===== src/rtl/shiftreg_univ_pkg.sv =====
// shiftreg_univ_pkg: mode encodings and the width helper shared by the shift register files.
package shiftreg_univ_pkg;

    typedef enum logic [1:0] {
        SR_HOLD = 2'b00,
        SR_SHR  = 2'b01,
        SR_SHL  = 2'b10,
        SR_LOAD = 2'b11
    } sr_mode_e;

    function automatic int clog2(input int n);
        int r;
        r = 0;
        for (int v = 1; v < n; v = v * 2) r++;
        return r;
    endfunction

endpackage


===== src/rtl/shiftreg_univ_if.sv =====
// shiftreg_univ_if: control, data and status bundle of the universal shift register.
interface shiftreg_univ_if
    import shiftreg_univ_pkg::*;
#(
    parameter int WIDTH = 4,
    parameter int DEPTH = 4
);
    localparam int FW = clog2(DEPTH + 1);

    logic                   en;
    logic                   clr;
    logic [1:0]             mode;
    logic [WIDTH-1:0]       sin_r;
    logic [WIDTH-1:0]       sin_l;
    logic [WIDTH*DEPTH-1:0] pin;
    logic [WIDTH*DEPTH-1:0] pout;
    logic [WIDTH-1:0]       sout_r;
    logic [WIDTH-1:0]       sout_l;
    logic [FW-1:0]          fill;
    logic                   full;

    modport master (
        output en, clr, mode, sin_r, sin_l, pin,
        input  pout, sout_r, sout_l, fill, full
    );

    modport slave (
        input  en, clr, mode, sin_r, sin_l, pin,
        output pout, sout_r, sout_l, fill, full
    );
endinterface


===== src/rtl/shiftreg_univ_stage.sv =====
// shiftreg_stage: one WIDTH-bit stage with async reset, sync clear and load enable.
module shiftreg_stage #(
    parameter int WIDTH = 4
) (
    input  logic             clk,
    input  logic             rst,
    input  logic             clr_i,
    input  logic             en_i,
    input  logic [WIDTH-1:0] d_i,
    output logic [WIDTH-1:0] q_o
);
    logic [WIDTH-1:0] data_q;

    always_ff @(posedge clk or posedge rst) begin
        if (rst)        data_q <= '0;
        else if (clr_i) data_q <= '0;
        else if (en_i)  data_q <= d_i;
    end

    assign q_o = data_q;
endmodule


===== src/rtl/shiftreg_univ.sv =====
// shiftreg_univ: DEPTH x WIDTH universal shift register with hold/shift/load, optional rotate
// and a saturating fill counter.
module shiftreg_univ
    import shiftreg_univ_pkg::*;
#(
    parameter int WIDTH  = 4,
    parameter int DEPTH  = 4,
    parameter bit ROTATE = 1'b0
) (
    input logic           clk,
    input logic           rst,
    shiftreg_univ_if.slave sr
);
    localparam int FW = clog2(DEPTH + 1);

    logic [WIDTH-1:0] stg_q [DEPTH];
    logic [FW-1:0]    fill_q, fill_d;
    logic             shr, shl, load, upd, full;

    assign shr  = sr.en && (sr.mode == SR_SHR);
    assign shl  = sr.en && (sr.mode == SR_SHL);
    assign load = sr.en && (sr.mode == SR_LOAD);
    assign upd  = shr || shl || load;
    assign full = (fill_q == FW'(DEPTH));

    for (genvar g = 0; g < DEPTH; g++) begin : g_stg
        logic [WIDTH-1:0] r_in, l_in;
        // End stages take the serial input, or the opposite end stage when rotating.
        if (g == 0) begin : g_r_end
            assign r_in = ROTATE ? stg_q[DEPTH-1] : sr.sin_r;
        end else begin : g_r_mid
            assign r_in = stg_q[g-1];
        end
        if (g == DEPTH - 1) begin : g_l_end
            assign l_in = ROTATE ? stg_q[0] : sr.sin_l;
        end else begin : g_l_mid
            assign l_in = stg_q[g+1];
        end
        shiftreg_stage #(.WIDTH(WIDTH)) u_stage (
            .clk   (clk),
            .rst   (rst),
            .clr_i (sr.clr),
            .en_i  (upd),
            .d_i   (load ? sr.pin[g*WIDTH +: WIDTH] : shr ? r_in : l_in),
            .q_o   (stg_q[g])
        );
    end

    always_comb begin
        sr.pout = '0;
        for (int i = 0; i < DEPTH; i++) sr.pout[i*WIDTH +: WIDTH] = stg_q[i];
    end

    // Rotation only recirculates existing data, so it never adds to the fill count.
    always_comb begin
        fill_d = load ? FW'(DEPTH)
               : ((shr || shl) && !ROTATE && !full) ? fill_q + 1'b1
               : fill_q;
    end

    always_ff @(posedge clk or posedge rst) begin
        if (rst)         fill_q <= '0;
        else if (sr.clr) fill_q <= '0;
        else             fill_q <= fill_d;
    end

    assign sr.sout_r = stg_q[DEPTH-1];
    assign sr.sout_l = stg_q[0];
    assign sr.fill   = fill_q;
    assign sr.full   = full;
endmodule


===== src/flat_wrapper.sv =====
// flat-port wrapper written by rule: the top's interface ports become plain ports
module shiftreg_univ_flat import shiftreg_univ_pkg::*;
#(
    parameter int WIDTH  = 4,
    parameter int DEPTH  = 4,
    parameter bit ROTATE = 1'b0
)
  (clk, rst, sr_en, sr_clr, sr_mode, sr_sin_r, sr_sin_l, sr_pin, sr_pout, sr_sout_r, sr_sout_l, sr_fill, sr_full);
  shiftreg_univ_if #(.WIDTH(WIDTH), .DEPTH(DEPTH)) sr_i ();
  input logic clk;
  input logic rst;
  input wire logic [$bits(sr_i.en)-1:0] sr_en;
  input wire logic [$bits(sr_i.clr)-1:0] sr_clr;
  input wire logic [$bits(sr_i.mode)-1:0] sr_mode;
  input wire logic [$bits(sr_i.sin_r)-1:0] sr_sin_r;
  input wire logic [$bits(sr_i.sin_l)-1:0] sr_sin_l;
  input wire logic [$bits(sr_i.pin)-1:0] sr_pin;
  output wire logic [$bits(sr_i.pout)-1:0] sr_pout;
  output wire logic [$bits(sr_i.sout_r)-1:0] sr_sout_r;
  output wire logic [$bits(sr_i.sout_l)-1:0] sr_sout_l;
  output wire logic [$bits(sr_i.fill)-1:0] sr_fill;
  output wire logic [$bits(sr_i.full)-1:0] sr_full;
  assign sr_i.en = sr_en;
  assign sr_i.clr = sr_clr;
  assign sr_i.mode = sr_mode;
  assign sr_i.sin_r = sr_sin_r;
  assign sr_i.sin_l = sr_sin_l;
  assign sr_i.pin = sr_pin;
  assign sr_pout = sr_i.pout;
  assign sr_sout_r = sr_i.sout_r;
  assign sr_sout_l = sr_i.sout_l;
  assign sr_fill = sr_i.fill;
  assign sr_full = sr_i.full;
  shiftreg_univ #(.WIDTH(WIDTH), .DEPTH(DEPTH), .ROTATE(ROTATE)) u_core (.clk(clk), .rst(rst), .sr(sr_i));
endmodule

===== config.mk =====
export PLATFORM = sky130hd
export DESIGN_NAME = shiftreg_univ_flat
export DESIGN_NICKNAME = d
export VERILOG_FILES = /design/src/rtl/shiftreg_univ_pkg.sv /design/src/rtl/shiftreg_univ_if.sv /design/src/rtl/shiftreg_univ_stage.sv /design/src/rtl/shiftreg_univ.sv /design/src/flat_wrapper.sv
export SDC_FILE = /design/constraint.sdc
export NUM_CORES = 1
export LEC_CHECK = 0
export CAP_MARGIN = 0
export CORE_ASPECT_RATIO = 1.5
export CORE_MARGIN = 1
export CORE_UTILIZATION = 40
export DETAILED_ROUTE_END_ITERATION = 8
export DONT_BUFFER_PORTS = 1
export PLACE_DENSITY_LB_ADDON = 0.25
export SYNTH_ARGS = -nofsm -noshare
export SYNTH_HDL_FRONTEND = slang
export SYNTH_SLANG_ARGS = --single-unit

===== constraint.sdc =====
create_clock -name clk -period 1.42 [get_ports clk]
set_input_delay 0.284 -clock clk [delete_from_list [all_inputs] [get_ports clk]]
set_output_delay 0.284 -clock clk [all_outputs]
set_load 0.005 [all_outputs]

## Word level (Yosys, flattened, before mapping)

Index checks and enable logic that the tools add are counted.

- Logic and storage cells: 38
- Flip-flop bits (word level): 19
- Input bits: 30

- Muxes and demuxes: 19
- Reductions and logical operators: 9
- Add/subtract/negate cells: 1
- Equal/unequal tests: 4

Operator list:

| kind | number |
|---|---|
| 4-bit 2-to-1 mux | 16 |
| 3-bit 2-to-1 mux | 3 |
| 2-bit equality test, second input constant | 2 |
| 1-bit logical AND | 4 |
| 3-bit by 1-bit adder with 3-bit output, second input constant | 1 |
| 3-bit equality test, second input constant | 1 |
| 3-bit nonzero test | 1 |
| 2-bit by 1-bit equality test with 1-bit output, second input constant | 1 |
| 1-bit logical OR | 2 |
| 2-bit nonzero test | 1 |
| 1-bit logical NOT | 1 |

## Logic depth before layout (Yosys ltp)

Gate-level depths: netlist of the first run.

- Depth after elaboration: 7
- Depth in mapped cells: 6
- Gate-level depth less buffers: 5

## Cells and area by module

A second synthesis of the first run with hierarchy kept.

- Cell total of the unflattened synthesis: 144
- Area, all modules: 1,281.2 µm²

Modules (own cells, without submodules):

| module | seq. area each (µm²) | times used | area each (µm²) | cells each |
|---|---|---|---|---|
| shiftreg_stage | 100.1 | 4 | 163.9 | 14 |
| shiftreg_univ | 75.1 | 1 | 625.6 | 88 |

## Worst setup path before layout of the first run

OpenSTA, ideal clock, no wires.

- Kind: input port to flip-flop
- From: input sr_mode[1]
- To: register u_core.g_stg[0].u_stage.data_q[1]
- Arrival: 1.103 ns
- Stages on the path: 6
- Slack: 0.196 ns
- Buffers on the path: 3
- Data required time: 1.299 ns
- Cell sequence: buf_2 -> o21ai_2 -> and2_1 -> buf_2 -> buf_6 -> a22o_1

- Longest elaborated chain between the ends: 6
- Elaborated cells on any way between the ends: 13
- Classes of those cells: eq/ne: 3; mux: 4; reduce/logical: 6

Ends and longest elaborated chain:

| what | line | RTL |
|---|---|---|
| start: declaration | flat_wrapper.sv:14 | `input wire logic [$bits(sr_i.mode)-1:0] sr_mode;` |
| 2-bit by 1-bit equality test with 1-bit output | shiftreg_univ.sv:20 | `assign shr = sr.en && (sr.mode == SR_SHR);` |
| 1-bit logical AND | shiftreg_univ.sv:20 |  |
| 4-bit 2-to-1 mux (2 in series) | shiftreg_univ.sv:44 | `.d_i (load ? sr.pin[g*WIDTH +: WIDTH] : shr ? r_in : l_in),` |
| 4-bit 2-to-1 mux | shiftreg_univ_stage.sv:17 | `else if (en_i) data_q <= d_i;` |
| 4-bit 2-to-1 mux | shiftreg_univ_stage.sv:16 | `else if (clr_i) data_q <= '0;` |
| end signal: assignment | shiftreg_univ_stage.sv:17 |  |
| end: declaration | shiftreg_univ_stage.sv:12 | `logic [WIDTH-1:0] data_q;` |

Parallel ways exist; a longest one is shown, timed or not. The select of a mux whose other input is x is not followed.
A chain may end at the register's enable or synchronous reset.

## Final worst setup path of the first run

- From: register u_core.fill_q[0], in the netlist u_core.sr.fill[0]
- To: output sr_full

- Longest elaborated chain between the ends: 1

Ends and longest elaborated chain:

| what | line | RTL |
|---|---|---|
| start: declaration | shiftreg_univ.sv:17 | `logic [FW-1:0] fill_q, fill_d;` |
| start signal: assignment | shiftreg_univ.sv:64 | `else fill_q <= fill_d;` |
| 3-bit equality test | shiftreg_univ.sv:24 | `assign full = (fill_q == FW'(DEPTH));` |
| end: declaration | flat_wrapper.sv:22 | `output wire logic [$bits(sr_i.full)-1:0] sr_full;` |

Every way passes these cells.

==> results of run 1 <==
what timing repair did:
item / in CTS / in global routing
endpoints found under the hold margin: 19 / 0
buffers inserted: 0 / 0
hold buffers: 1 / 0
setup endpoints to repair: 0 / 2
gates resized for setup: 0 / 5
cell families (layout without fill, tap and decap cells):
family | Yosys count | count (layout) | synth area share (%)
compound gates | 58 | 58 | 30.3
buf+inv | 26 | 14 | 13.1
flops | 19 | 19 | 37.9
mux | 16 | 16 | 12.8
simple gates | 8 | 8 | 3.19
fa+ha+maj | 2 | 2 | 2.00
xor+xnor | 1 | 1 | 0.699
path summary, 6_finish.rpt:
| path | slack, ns | end | start |
|---|---|---|---|
| max | 0.06 | sr_full | u_core.sr.fill[0]$_DFFE_PP0P_ |
| min | 0.13 | u_core.sr.fill[1]$_DFFE_PP0P_ | sr_clr |
| max reg2reg | 0.16 | u_core.sr.fill[2]$_DFFE_PP0P_ | u_core.sr.fill[1]$_DFFE_PP0P_ |
| min reg2reg | 0.52 | u_core.sr.fill[0]$_DFFE_PP0P_ | u_core.sr.fill[0]$_DFFE_PP0P_ |
| max in group asynchronous | 0.70 | u_core.sr.fill[0]$_DFFE_PP0P_ | rst |
| min in group asynchronous | 0.49 | u_core.g_stg[1].u_stage.q_o[2]$_DFFE_PP0P_ | rst |
worst register-to-register path: cells and delay by family (launching register included):
kind / cells / cell delay [ns]
compound gates: 2 / 0.50
simple gates: 1 / 0.06
flops: 1 / 0.41
fa+ha+maj: 1 / 0.19
stage by stage:
stage                     power [uW]  hold WS (ns)  worst slack [ns]  util, %
after global routing            1240         0.135           0.00502     43.0
after floorplan                  810         0.235             0.196        -
after global placement           796         0.218             0.167     40.6
after detailed placement         803         0.220             0.104     40.6
after CTS                       1190         0.124          0.000188     42.5
final                           1180         0.131            0.0623     43.0
cells in the final DEF, fill, tap and decap left out:
cell type	n
inv_1	4
and2_1	2
and2b_1	1
buf_4	2
dlygate4sd3_1	1
ha_4	1
a21oi_1	33
inv_2	2
buf_12	1
a31oi_1	1
a21boi_1	1
dfrtp_1	18
nand2_1	4
o22ai_1	1
a211o_1	1
o32ai_1	1
o21a_2	1
a22o_1	16
clkbuf_8	3
xor2_1	1
mux2i_1	16
o2bb2ai_1	1
clkbuf_1	1
o21ai_2	1
nand3_1	1
ha_1	1
o221a_1	1
dfrtp_2	1
synthesized netlist by cell type, drive strengths merged, types with 2 or more instances:
library cell,count,area share [%]
a21oi,33,13
a22o,16,11
and2,2,1.0
buf,19,11
dfrtp,19,38
ha,2,2.0
inv,6,1.8
mux2i,16,13
nand2,4,1.2
power groups by stage:
stage / clock (uW) / sequential (uW) / combinational (uW)
after floorplan: 0 / 609 / 201
after global placement: 0 / 622 / 174
after detailed placement: 0 / 622 / 180
after CTS: 398 / 613 / 182
after global routing: 410 / 619 / 211
final: 385 / 612 / 184
routing by layer:
metal | wire length (um) | part of all wire [%] | global-route usage (%) | vias to the layer above
met5 | 0 | 0 | 0 | -
met4 | 19 | 0.63 | 6.48 | 0
met3 | 153 | 5.1 | 3.83 | 2
met2 | 1560 | 51 | 31.1 | 34
met1 | 1300 | 43 | 27.2 | 465
li1 | - | - | - | 447
final cells by class:
| type | count | area, um2 | area share (%) |
|---|---|---|---|
| Timing Repair Buffer | 4 | 45.0 | 3.56 |
| Tap cell | 39 | 48.8 | 3.86 |
| Multi-Input combinational cell | 85 | 627 | 49.6 |
| Inverter | 6 | 22.5 | 1.78 |
| Clock buffer | 4 | 45.0 | 3.56 |
| Sequential cell | 19 | 477 | 37.7 |
state kept, by name (all words and copies together), names as in the netlist:
name,flops
u_core.g_stg.u_stage.q_o,16
u_core.sr.fill,3
==> summary.txt, run 1 <==
Outcome
  • Status: finished clean

Routing
  • Initial drt markers: 22
  • Number of detailed-route iterations in the first pass: 4
  • Total vias in the final route: 948
  • Drt drc: 0
  • Via density: 6.04
  • Routed len/inst: 19.3 um
  • WL final: 3030 um
  • DRT antenna net count: 0

Placed design
  • Hpwl dp: 2000 um
  • Post-DP Area: 1200 um2
  • DP Cell Count: 152
  • Routability cong.: 0.753
  • Number of port buffers: 0

Logic synthesis
  • EDFF count, synth: 0
  • Synth Flop Type: dfrtp_1
  • Mean Syn Cell Area: 9.64 um2
  • Seq/Total Area, Yosys: 37.9%
  • Ys async rst share: 100%
  • Cell Area, Synth: 1250 um2
  • Count of state elements after synthesis: 19
  • Cell variety after synth: 24
  • Synthesized Nets: 162
  • Ys Warns: 0
  • Cells after Synth: 130

Floorplan
  • DIE WIDTH: 47.7 um
  • Row count: 24
  • # IOs: 58
  • Total die area: 3370 um2
  • Initial core utilization: 42.6%
  • Die Y: 70.6 um
  • Core box area: 2940 um2

Clock network
  • Clk buf depth: 2
  • CTS buffer count: 3
  • # clock sinks: 19
  • Worst-Skew Late Latency: 0.25 ns
  • CTS tree: yes
  • H-tree levels: 1
  • CTS clock-pin slew for the worst setup and hold paths: 0.07 ns
  • Clock root cell: clkbuf_8

Layout
  • Ant. Diodes: 0
  • Final cell count without fillers: 157
  • Fin nets: 151
  • Fill cells: 314
  • Fin area: 1260 um2
  • Area Growth Syn to Fin: 0.898%
  • Layout cells sized above 1: 10.2%

STA
  • Sum Neg Setup Slack: 0 ns
  • Final min period: 1.36 ns
  • # setup viols final: 0
  • RSZ-0062 raised after global routing: no
  • Fin crit share: 95.6%
  • Max Slew Vio Count: 0
  • Final hold violation count: 0
  • Worst Clk Skew: 0.00202 ns
  • Max Clk Rate: 737 MHz
  • Max transition margin: 74.8%
  • Slew @ Worst Pin: 0.378 ns

Pwr
  • Flop pwr share: 51.8%
  • Static Leak: 0.000577 uW
  • IR Drop Worst-Case VDD: 0.387 mV
  • Power per cell area: 934 nW/um2
  • NetSw: 319 uW
  • Int Power: 863 uW
  • Clock share of power: 32.6%
  • Switching part of the total power: 27.0%
  • Comb pwr share: 15.6%

Flow run
  • # Max-Cap Violations: 0

Worst setup path
  • CP Depth: 4
  • CP max stage delay: 0.44 ns
  • Critical path, cell by cell: inv_1 > ha_4 > nand2_1 > inv_2
  • Crit path DAT: 1.07 ns
  • Worst Path Required: 1.14 ns
  • WP buf/inv: 2
  • Cell count of the worst reg-to-reg path: 4
  • Slowest CP cell: dfrtp_2
  • Crit Path Class: reg -> out
  • CP Max Fanout: 5
  • CP top delay family: flip-flops
  • Startpoint Class: register
  • Critical path capture point type: output pin

Global routing
  • Largest net degree at the start of global routing: 24
  • Initial antenna violation count: 0
  • Number of global-route vias before repair: 984
  • GR Overflow Total: 0
  • Global-route wire length before repair: 4880 um
  • Gr usage total: 20.0%

Min path
  • Hold Crit Depth: 1
  • Hold crit path type: in -> reg
(Power assumes the default switching activity.)
==> inputs of run 2 (changes only) <==
- REMOVE_ABC_BUFFERS: not set -> 1
==> run 2 against run 1 <==
  * Sequential share of layout area rose by 0.30 points
  * Wire length fell by 1.6%
  * Critical path depth did not move
  * Count of clock-buffer cells in the layout did not move
  * Register-to-register slack got worse by 0.03 ns
  * Global-route usage fell by 0.97 points
  * Clock skew fell by 0.0018 ns
  * Flip-flop and latch count did not move
  * Worst setup slack got worse by 0.0034 ns
  * First-iteration DRC count fell by 41%
  * Final area fell by 0.79%
  * Clock power barely moved
  * Highest routed layer unchanged
==> summary.txt, run 2 (same netlist as run 1, synthesis figures left out) <==
Floorplan
  • Die Y: 70.6 um
  • Core box area: 2940 um2
  • DIE WIDTH: 47.7 um
  • Total die area: 3370 um2
  • # IOs: 58
  • Initial core utilization: 42.6%
  • Row count: 24

Worst setup path
  • Crit Path Class: reg -> out
  • Setup slack, reg-to-reg: 0.13 ns
  • CP max stage delay: 0.45 ns
  • Critical path capture point type: output pin
  • CP top delay family: flip-flops
  • Slowest CP cell: dfrtp_2
  • Startpoint Class: register
  • Most common cell on crit path: inv_1
  • Critical path, cell by cell: inv_1 > ha_4 > nand2_2 > inv_1
  • Crit path DAT: 1.08 ns
  • Worst Path Required: 1.14 ns
  • CP Max Fanout: 5
  • WP buf/inv: 2

STA
  • Final hold violation count: 0
  • # setup viols final: 0
  • RSZ-0062 raised after global routing: no
  • Fin crit share: 95.9%
  • Max Clk Rate: 735 MHz
  • Max Slew Vio Count: 0
  • Slew @ Worst Pin: 0.326 ns
  • Sum Neg Setup Slack: 0 ns
  • Worst Clk Skew: 0.000258 ns
  • Final min period: 1.36 ns
  • Max transition margin: 78.3%

Global routing
  • Number of global-route vias before repair: 906
  • Gr usage total: 19.0%
  • GR Overflow Total: 0
  • Largest net degree at the start of global routing: 24
  • Global-route wire length before repair: 4570 um
  • Initial antenna violation count: 0

Clock network
  • CTS tree: yes
  • H-tree levels: 1
  • Clock root cell: clkbuf_8
  • Worst-Skew Late Latency: 0.25 ns
  • CTS buffer count: 3
  • CTS clock-pin slew for the worst setup and hold paths: 0.07 ns
  • Clk buf depth: 2
  • # clock sinks: 19

Routing
  • Via density: 6.07
  • Number of detailed-route iterations in the first pass: 4
  • Routed len/inst: 19.0 um
  • DRT antenna net count: 0
  • WL final: 2980 um
  • Total vias in the final route: 953
  • Initial drt markers: 13
  • Drt drc: 0

Pwr
  • Clock share of power: 32.5%
  • Power per cell area: 938 nW/um2
  • Comb pwr share: 15.4%
  • Int Power: 861 uW
  • Flop pwr share: 52.1%
  • IR Drop Worst-Case VDD: 0.530 mV
  • Static Leak: 0.000577 uW
  • NetSw: 316 uW
  • Switching part of the total power: 26.8%

Layout
  • Area Growth Syn to Fin: 0.0995%
  • Fin nets: 151
  • Max FFs per register: 16
  • Commonest non-fill, non-tap cell in the layout: a21oi_1
  • Ant. Diodes: 0
  • Fill cells: 307
  • Layout cells sized above 1: 10.2%
  • Final core occ: 42.6%
  • Commonest non-fill, non-tap cells in the layout: 33 x a21oi_1, 18 x dfrtp_1, 16 x mux2i_1, 16 x a22o_1, 5 x inv_1

Placed design
  • Routability cong.: 0.717
  • Hpwl dp: 1960 um
  • Number of port buffers: 0

Min path
  • Hold crit path type: in -> reg

Flow run
  • # Max-Cap Violations: 0

Outcome
  • Status: finished clean
[run 2: cell types whose count changed in the layout (fill, tap and decap cells not counted)]
cell     before  now
buf_4         2    3
inv_2         2    1
nand2_2       0    1
inv_1         4    5
nand2_1       4    3
buf_12        1    0
[run 2: path summary, 6_finish.rpt]
| kind | cells past startpoint | end | start |
|---|---|---|---|
| min in group asynchronous | 3 | u_core.sr.fill[1]$_DFFE_PP0P_ | rst |
| max in group asynchronous | 3 | u_core.sr.fill[0]$_DFFE_PP0P_ | rst |
| worst min-delay path | 1 | u_core.sr.fill[1]$_DFFE_PP0P_ | sr_clr |
| worst max register to register | 4 | u_core.sr.fill[2]$_DFFE_PP0P_ | u_core.sr.fill[1]$_DFFE_PP0P_ |
| worst max-delay path | 4 | sr_full | u_core.sr.fill[0]$_DFFE_PP0P_ |
| worst min register to register | 1 | u_core.sr.fill[0]$_DFFE_PP0P_ | u_core.sr.fill[0]$_DFFE_PP0P_ |
[run 2: metal layers]
metal  up-vias  share of wire, %  GRT usage [%]
met1       477                40           25.6
met3         4               6.9           5.36
li1        443                 -              -
met2        29                52           27.9
met5         -                 0              0
met4         0               1.2           8.02
[run 2: power by group through the flow]
stage / sequential (uW) / combinational [uW] / clock, uW
after floorplan: 612 / 139 / 0
after global placement: 622 / 168 / 0
after detailed placement: 624 / 174 / 0
after CTS: 614 / 177 / 393
after global routing: 619 / 205 / 426
final: 613 / 181 / 383
[run 2: area by class of cell]
class                           instances  area, um2  share of cell area [%]
Inverter                                6       22.5                    1.79
Timing Repair Buffer                    4       32.5                    2.59
Sequential cell                        19        477                    38.0
Clock buffer                            4       45.0                    3.59
Tap cell                               39       48.8                    3.89
Multi-Input combinational cell         85        629                    50.1
[run 2: timing repair]
item                                    CTS  global route
endpoints found under the setup margin    1             1
pin swaps                                 0             1
endpoints found under the hold margin    19             0
hold buffers                              1             0
setup buffers                             0             0
gates resized for setup                   1             4
gates cloned                              0             0
[run 2: stage by stage]
step                hold slack (ns)  setup slack [ns]  cells  instance area [um2]  total power (uW)
floorplan                     0.235             0.190    110                 1110               751
global placement              0.221             0.159    152                 1180               790
detailed placement            0.225             0.113    152                 1180               797
CTS                           0.129            0.0114    157                 1240              1180
global route                  0.133           0.00707    157                 1250              1250
finish                        0.129            0.0589    157                 1250              1180
==> inputs of run 3 (changes only) <==
- PLACE_DENSITY_LB_ADDON: 0.25 -> not set
==> run 3 against run 2 <==
  * Critical endpoint unchanged
  * Clock skew is essentially flat
  * Flip-flop and latch count is the same
  * Die area is the same
  * Critical path type unchanged
  * Clock power is essentially flat
  * Hold slack gained 0.024 ns
  * Global-route usage grew 0.14 points
  * Largest cell class unchanged
==> summary.txt, run 3 (same netlist as run 1, synthesis figures left out) <==
Layout
  • Ant. Diodes: 0
  • Area Growth Syn to Fin: 1.30%
  • Commonest non-fill, non-tap cells in the layout: 33 x a21oi_1, 18 x dfrtp_1, 16 x mux2i_1, 16 x a22o_1, 5 x buf_4
  • Multi-input gate area: 629 um2
  • Fill cells: 310
  • Max FFs per register: 16
  • Storage element area: 477 um2
  • Commonest non-fill, non-tap cell in the layout: a21oi_1
  • Layout cells sized above 1: 13.3%
  • Fin nets: 153

Worst setup path
  • CP max stage delay: 0.45 ns
  • Critical path, cell by cell: inv_2 > ha_4 > nand2_2 > inv_2
  • Cell count of the worst reg-to-reg path: 5
  • Worst Path Required: 1.14 ns
  • Reg2reg start: u_core.sr.fill[0]$_DFFE_PP0P_
  • Crit path launch: u_core.sr.fill[0]$_DFFE_PP0P_
  • Setup slack, reg-to-reg: 0.08 ns
  • Crit Path Class: reg -> out
  • Most common cell on crit path: inv_2
  • Crit path DAT: 1.07 ns
  • Slowest CP cell: dfrtp_2
  • Startpoint Class: register
  • CP Max Fanout: 5
  • WP buf/inv: 2
  • Critical path capture point type: output pin
  • CP top delay family: flip-flops
  • Worst reg2reg endpoint: u_core.sr.fill[2]$_DFFE_PP0P_

Routing
  • Routed len/inst: 18.2 um
  • WL final: 2900 um
  • DRT antenna net count: 0
  • Via density: 6.09
  • Initial drt markers: 14
  • M1 wire length: 1250 um
  • Routed wl met2: 1480 um
  • Number of detailed-route iterations in the first pass: 4
  • Met3 WL post-DR: 149 um
  • Total vias in the final route: 968
  • Max Used Layer: met4
  • Drt drc: 0

Clock network
  • CTS tree: yes
  • CTS buffer count: 3
  • Worst-Skew Late Latency: 0.25 ns
  • # clock sinks: 19
  • H-tree levels: 1
  • Clk buf depth: 2
  • Clock root cell: clkbuf_8
  • CTS clock-pin slew for the worst setup and hold paths: 0.07 ns

Min path
  • Hold crit path type: in -> reg
  • Hold Crit Depth: 1
  • WHS Endpoint: u_core.sr.fill[1]$_DFFE_PP0P_
  • Worst Hold Launch: sr_clr

STA
  • # setup viols final: 0
  • Sum Neg Setup Slack: 0 ns
  • Max Clk Rate: 740 MHz
  • Final WS setup: 0.0694 ns
  • Max transition margin: 77.5%
  • Max Slew Vio Count: 0
  • Fin crit share: 95.1%
  • Final min period: 1.35 ns
  • RSZ-0062 raised after global routing: no
  • Final hold violation count: 0
  • Worst Clk Skew: 0.000554 ns
  • Slew @ Worst Pin: 0.338 ns

Outcome
  • Status: finished clean

Placed design
  • Place WS: 0.0841 ns
  • Number of port buffers: 0
  • Routability cong.: 0.711
  • Hpwl dp: 1920 um

Floorplan
  • # IOs: 58
  • Die Y: 70.6 um
  • Initial core utilization: 42.6%
  • Core box area: 2940 um2
  • Row count: 24
  • Total die area: 3370 um2
  • DIE WIDTH: 47.7 um

Flow run
  • # Max-Cap Violations: 0

Pwr
  • IR Drop Worst-Case VDD: 0.615 mV
  • Flop pwr share: 51.8%
  • Switching part of the total power: 26.8%
  • Clock share of power: 32.2%
  • Comb pwr share: 15.9%
  • Power per cell area: 932 nW/um2
  • NetSw: 317 uW
  • Static Leak: 0.000584 uW
  • Int Power: 867 uW

Global routing
  • Initial antenna violation count: 0
  • Gr usage total: 19.2%
  • GR Overflow Total: 0
  • Number of global-route vias before repair: 1005
  • Global-route wire length before repair: 4760 um
  • Largest net degree at the start of global routing: 24
==> run 3: cell count changes in the layout (fill, tap and decap cells not counted) <==
| cell | previous run | this run |
|---|---|---|
| buf_4 | 3 | 5 |
| inv_1 | 5 | 3 |
| inv_2 | 1 | 3 |
==> run 3: worst max path at each step <==
stage,end,slack [ns],depth (start not counted)
finish,sr_full,0.07,4
CTS,sr_full,0.01,4
detailed placement,u_core.sr.fill[1]$_DFFE_PP0P_,0.08,5
global placement,u_core.sr.fill[2]$_DFFE_PP0P_,0.16,4
global route,sr_full,0.02,4
floorplan,u_core.sr.fill[2]$_DFFE_PP0P_,0.19,3
==> run 3: worst register-to-register path: cells and delay by family, from the launching register on <==
family	cells	cell delay, ns
AO/OA/AOI/OAI	2	0.45
flip-flops	1	0.43
buffers and inverters	2	0.18
adder cells (fa/ha/maj)	1	0.17
==> run 3: what timing repair did <==
action / 4_1_cts / 5_1_grt
hold endpoints to repair: 19 / 0
hold buffers: 1 / 0
setup buffers: 1 / 0
pin swaps: 1 / 1
resized for setup: 2 / 5
setup endpoints to repair: 1 / 2
==> run 3: cell type report <==
| type | instances | share of cell area [%] |
|---|---|---|
| repair buffers | 6 | 3.74 |
| inverters | 6 | 1.77 |
| well taps | 39 | 3.84 |
| flip-flops and latches | 19 | 37.5 |
| clock buffers | 4 | 3.55 |
| multi-input cells | 85 | 49.6 |
==> run 3: power by group through the flow <==
stage | sequential, uW | combinational, uW | clock (uW)
after global routing | 619 | 214 | 416
after floorplan | 612 | 139 | 0
after global placement | 621 | 170 | 0
final | 613 | 189 | 382
after detailed placement | 623 | 176 | 0
after CTS | 612 | 185 | 392
==> run 3: layer usage <==
metal	track usage (%)	vias up
met4	6.17	0
met2	30.0	27
li1	-	451
met1	25.0	488
met3	5.10	2
met5	0	-
==> run 3: stage by stage <==
step / hold WS [ns] / std cells / utilization, % / cell area (um2) / power, uW
after floorplan: 0.235 / 110 / - / 1110 / 751
after global placement: 0.217 / 153 / 40.5 / 1190 / 791
after detailed placement: 0.222 / 153 / 40.5 / 1190 / 799
after CTS: 0.153 / 159 / 42.8 / 1260 / 1190
after global routing: 0.139 / 159 / 43.2 / 1270 / 1250
final: 0.154 / 159 / 43.2 / 1270 / 1180
